[src/rtl/dac_stream_scheduler.sv]
// Round-robin scheduler merging two sample streams into one gap-free DAC stream,
// with an IQ reset/sync pulse at start-up and hold-last-sample on underflow.
//
// state | meaning
// IDLE  | stopped; DAC held in IQ reset, no stream output
// SYNC  | DAC IQ reset pulse, lasts INT_IQRST_CYCLES cycles
// RUN   | streaming; one sample presented to the DAC every cycle
module dac_stream_scheduler #(
    parameter int INT_AXIS_DATA_WIDTH = 32,
    parameter int INT_BURST_LEN       = 16,
    parameter int INT_IQRST_CYCLES    = 4
) (
    input  logic                           aclk,
    input  logic                           in_rst,
    input  logic                           in_enable,
    input  logic                           s0_axis_valid,
    input  logic [INT_AXIS_DATA_WIDTH-1:0] s0_axis_data,
    output logic                           s0_axis_ready,
    input  logic                           s1_axis_valid,
    input  logic [INT_AXIS_DATA_WIDTH-1:0] s1_axis_data,
    output logic                           s1_axis_ready,
    output logic                           m_axis_valid,
    output logic [INT_AXIS_DATA_WIDTH-1:0] m_axis_data,
    output logic                           out_dac_rst,
    output logic                           out_grant,
    output logic [15:0]                    out_underflow_cnt
);

    typedef enum logic [1:0] {ST_IDLE, ST_SYNC, ST_RUN} state_t;

    localparam logic [7:0] BURST_LAST = 8'(INT_BURST_LEN - 1);
    localparam logic [7:0] SYNC_LAST  = 8'(INT_IQRST_CYCLES - 1);

    state_t                           state_q, state_d;
    logic                             g_q, g_d;
    logic [7:0]                       bc_q, bc_d;
    logic [7:0]                       sc_q, sc_d;
    logic [INT_AXIS_DATA_WIDTH-1:0]   data_q, data_d;
    logic [15:0]                      ucnt_q, ucnt_d;

    logic                             run;
    logic                             gnt_valid;
    logic                             oth_valid;
    logic [INT_AXIS_DATA_WIDTH-1:0]   gnt_data;

    assign run       = (state_q == ST_RUN);
    assign gnt_valid = g_q ? s1_axis_valid : s0_axis_valid;
    assign oth_valid = g_q ? s0_axis_valid : s1_axis_valid;
    assign gnt_data  = g_q ? s1_axis_data  : s0_axis_data;

    assign s0_axis_ready     = run & ~g_q & s0_axis_valid;
    assign s1_axis_ready     = run &  g_q & s1_axis_valid;
    assign m_axis_valid      = run;
    assign m_axis_data       = data_q;
    assign out_dac_rst       = ~run;
    assign out_grant         = g_q;
    assign out_underflow_cnt = ucnt_q;

    always_ff @(posedge aclk) begin
        if (in_rst) begin
            state_q <= ST_IDLE;
            g_q     <= 1'b0;
            bc_q    <= 8'd0;
            sc_q    <= 8'd0;
            data_q  <= '0;
            ucnt_q  <= 16'd0;
        end else begin
            state_q <= state_d;
            g_q     <= g_d;
            bc_q    <= bc_d;
            sc_q    <= sc_d;
            data_q  <= data_d;
            ucnt_q  <= ucnt_d;
        end
    end

    always_comb begin
        state_d = state_q;
        g_d     = g_q;
        bc_d    = bc_q;
        sc_d    = sc_q;
        data_d  = data_q;
        ucnt_d  = ucnt_q;
        unique case (state_q)
            ST_IDLE: begin
                if (in_enable) begin
                    state_d = ST_SYNC;
                    sc_d    = 8'd0;
                end
            end
            ST_SYNC: begin
                if (!in_enable) begin
                    state_d = ST_IDLE;
                    data_d  = '0;
                end else begin
                    sc_d = sc_q + 8'd1;
                    if (sc_q == SYNC_LAST) begin
                        state_d = ST_RUN;
                        g_d     = 1'b0;
                        bc_d    = 8'd0;
                    end
                end
            end
            ST_RUN: begin
                // A beat accepted while enable drops is intentionally discarded.
                if (!in_enable) begin
                    state_d = ST_IDLE;
                    data_d  = '0;
                end else if (gnt_valid) begin
                    data_d = gnt_data;
                    if (bc_q == BURST_LAST) begin
                        bc_d = 8'd0;
                        if (oth_valid) g_d = ~g_q;
                    end else begin
                        bc_d = bc_q + 8'd1;
                    end
                end else if (oth_valid) begin
                    g_d  = ~g_q;
                    bc_d = 8'd0;
                end else if (ucnt_q != 16'hFFFF) begin
                    ucnt_d = ucnt_q + 16'd1;
                end
            end
            default: state_d = ST_IDLE;
        endcase
    end

endmodule

[config.mk]
export PLATFORM = sky130hd
export DESIGN_NAME = dac_stream_scheduler
export DESIGN_NICKNAME = d
export VERILOG_FILES = /design/src/rtl/dac_stream_scheduler.sv
export SDC_FILE = /design/constraint.sdc
export NUM_CORES = 1
export LEC_CHECK = 0
export ABC_AREA = 1
export BUFFER_PORTS_ARGS = -buffer_cell sky130_fd_sc_hd__buf_2
export CAP_MARGIN = 20
export CORE_MARGIN = 3
export CORE_UTILIZATION = 30
export CTS_BUF_LIST = sky130_fd_sc_hd__clkbuf_4
export CTS_CLUSTER_DIAMETER = 120
export DETAILED_ROUTE_END_ITERATION = 10
export PLACE_DENSITY = 0.62
export REMOVE_ABC_BUFFERS = 1
export SLEW_MARGIN = 20
export SYNTH_ARGS = -nofsm -noshare
export SYNTH_HDL_FRONTEND = slang
export SYNTH_SLANG_ARGS = --single-unit
[constraint.sdc]
create_clock -name aclk -period 2.06 [get_ports aclk]
set_input_delay 0.412 -clock aclk [delete_from_list [all_inputs] [get_ports aclk]]
set_output_delay 0.412 -clock aclk [all_outputs]
set_load 0.05 [all_outputs]
==> impl_metrics.env <==
export IMPL_path_class="reg -> out"
export IMPL_gr_total_overflow=0
export IMPL_synth_seq_cells=67
export IMPL_crit_fanout=35
export IMPL_fin_nets=784
export IMPL_synth_area_per_cell_sq_um=6.27
export IMPL_wire_per_inst_um=11.4
export IMPL_cp_slowest_cell="dfxtp_1"
export IMPL_syn2layout_area_growth_pct=26.1
export IMPL_status="complete, no violations"
export IMPL_drt_initial_drc_count=186
export IMPL_antenna_cells=0
export IMPL_critical_path_buf_inv_count=2
export IMPL_finalSetupViolations=0
export IMPL_die_x_um=117
export IMPL_busiest_layer="met2"
export IMPL_drv_slew=0
export IMPL_cp_required_ps=1650
export IMPL_cts_tree="yes"
export IMPL_cts_made_buffers=9
export IMPL_fin_ws_ps=141
export IMPL_grtUsageTotal=0.147
export IMPL_initial_utilization=0.315
export IMPL_ant_nets=0
export IMPL_synth_top_area_frac=0.364
export IMPL_startpoint_type="register"
export IMPL_critical_path_top_delay_family="buffers and inverters"
export IMPL_synth_top_area_cell="dfxtp_1"
export IMPL_whs_ps=357
export IMPL_synth_cell_types=27
export IMPL_crit_path_end_kind="output pin"
export IMPL_drcViolationCount=0
export IMPL_placedCellCount=839
export IMPL_max_stage_delay_ps=480
export IMPL_fillCellCount=1300
export IMPL_period_minus_slack_ps=1920
export IMPL_final_cells=855
export IMPL_firstDrtPassIters=4
export IMPL_cp_arrival_ps=1510
export IMPL_worstSkewPairLatency_ps=420
export IMPL_antenna_found_initial=0
export IMPL_avgViaCountPerCell=4.50
export IMPL_path_clk_slew_ps=110
export IMPL_syn_area_sq_um=3690
export IMPL_crit_chain="buf_6 -> buf_2"
export IMPL_grt_pass1_wl_um=16200
export IMPL_synth_area_top_cells="dfxtp_1 36%, nand2_1 17%, nor2_1 12%"
export IMPL_num_vias=3849
export IMPL_grt_use_met2=0.238
export IMPL_tightest_slew_ps=340
export IMPL_max_slew_margin=0.774
export IMPL_multiInputGateArea_sq_um=2080
export IMPL_grtUsageMet3=0.0530
export IMPL_yosysSeqAreaShare=0.364
export IMPL_num_rows=39
export IMPL_port_buffers=121
export IMPL_min_path_type="in -> reg"
export IMPL_drt_total_wl_um=9780
export IMPL_root_buffer="clkbuf_4"
export IMPL_seqCellArea_sq_um=1340
export IMPL_power_leakage_uw=0.00214
export IMPL_setup_tns_ps=0
export IMPL_clock_sinks=67
export IMPL_ir_drop_mv=0.442
export IMPL_max_freq_mhz=521
export IMPL_ctsHtreeMaxLevel=3
export IMPL_cap_violations=0
export IMPL_dp_hpwl_um=7320
export IMPL_core_sq_um=11700
export IMPL_fin_crit_sh=0.932
export IMPL_hold_viol_final=0
export IMPL_netlist_instances=588
export IMPL_io_pins=122
export IMPL_fin_skew_ps=22.5
export IMPL_grt_pass1_vias=3546
export IMPL_rsz0062_at_grt="false"
export IMPL_grt_max_degree=42
export IMPL_die_area_sq_um=13700
export IMPL_gp_congestion=0.784
export IMPL_clk_path_buf_depth=2
export IMPL_die_y_um=117
export IMPL_met1_usage=0.184
export IMPL_drive_gt1_frac=0.237
export IMPL_power_density_nw_per_um2=885
export IMPL_pre_cts_ws_ps=201
export IMPL_yosys_warnings=0
-- per-stage QoR --
stage          area, sq um   util  total power, uW
2_1_floorplan         3550      -             2750
3_3_place_gp          4450  0.380             3230
3_5_place_dp          4450  0.380             3230
4_1_cts               4630  0.395             4160
5_1_grt               4650  0.397             4420
6_report              4650  0.397             4120
-- Yosys cell counts --
library cell	n
nand3_2	1
nor2_8	1
nand2_4	1
xor2_1	4
a211oi_1	2
nor2_4	1
inv_2	6
o21ai_1	2
nor2_1	120
nand4_1	5
buf_4	4
clkbuf_1	15
or2_2	1
dfxtp_1	67
buf_6	3
inv_1	36
xnor2_1	2
nor4_1	1
nand2_1	170
buf_2	4
o21ai_0	38
nand3_4	1
a21oi_1	61
nor3_1	3
nor2_2	2
ha_1	8
nand3_1	29
-- flip-flops by register name (all words and copies together), names as in the netlist --
signal and cells:
sc_q 8, m_axis_data 32, bc_q 8, out_grant 1
state_q 2, out_underflow_cnt 16
-- final cells by class --
cell class              count  area share
repair buffers            134       0.159
well taps                 143      0.0385
flip-flops and latches     67       0.289
clock inverters             6      0.0159
multi-input cells         453       0.448
clock buffers              10      0.0161
inverters                  42      0.0339
-- kinds of logic after synthesis --
logic type | count (synthesis) | synth area share
xor gates and xnor gates | 6 | 0.0143
adders and majority gates | 8 | 0.0271
and+or+nand+nor | 336 | 0.373
buffers and inverters | 68 | 0.0808
DFF | 67 | 0.364
AOI/OAI and AO/OA | 103 | 0.141
-- worst min-delay path, stage by stage --
cell and delay (ps):
buf_2 150, nand4_1 100, a21oi_1 60
-- path summary, 6_finish.rpt --
path / slack, ps / end / depth (start not counted) / startpoint
setup reg to reg: 260 / m_axis_data[11] / 11 / state_q[1]
hold reg to reg: 490 / m_axis_data[9] / 2 / m_axis_data[9]
hold / removal: 360 / state_q[1] / 3 / in_enable
setup / recovery: 140 / out_grant / 2 / out_grant
-- report_power, final --
group,total (uW),leakage (uW),switching [uW],internal [uW]
registers,1570,0.000546,102,1460
clock network,912,0.0000816,513,398
logic,1640,0.00151,1210,433
total,4120,0.00214,1820,2300
-- cell usage in the layout, fill, tap and decap left out --
master     netlist  final
nor2_1         120    119
inv_2            6      7
bufinv_16        0      1
nand2_4          1      1
inv_1           36     35
a211oi_1         2      2
buf_4            4     11
nand3_2          1      1
nor2_4           1      2
xor2_1           4      4
dfxtp_1         67     66
clkbuf_4         0     10
clkinv_4         0      3
nor3_1           3      3
inv_6            0      2
nand2_1        170    170
buf_6            3      2
ha_4             0      2
xnor2_1          2      2
nor4_1           1      1
o21ai_0         38     38
a21oi_1         61     61
nor2_8           1      1
nand3_1         29     29
nor2_2           2      2
dfxtp_2          0      1
ha_1             8      6
buf_2            4    119
o21ai_1          2      2
nand3_4          1      1
buf_12           0      2
or2_2            1      1
nand4_1          5      5
-- repair_timing --
item	CTS	global route
buffers inserted	0	0
endpoints found under the setup margin	2	3
resized for setup	7	5
hold buffers	0	0
-- metal layers --
layer | wire (um) | vias up
met5 | 0 | -
met2 | 4320 | 110
met4 | 110 | 0
met3 | 786 | 12
met1 | 4560 | 1619
li1 | - | 2108
(Power assumes the default switching activity.)
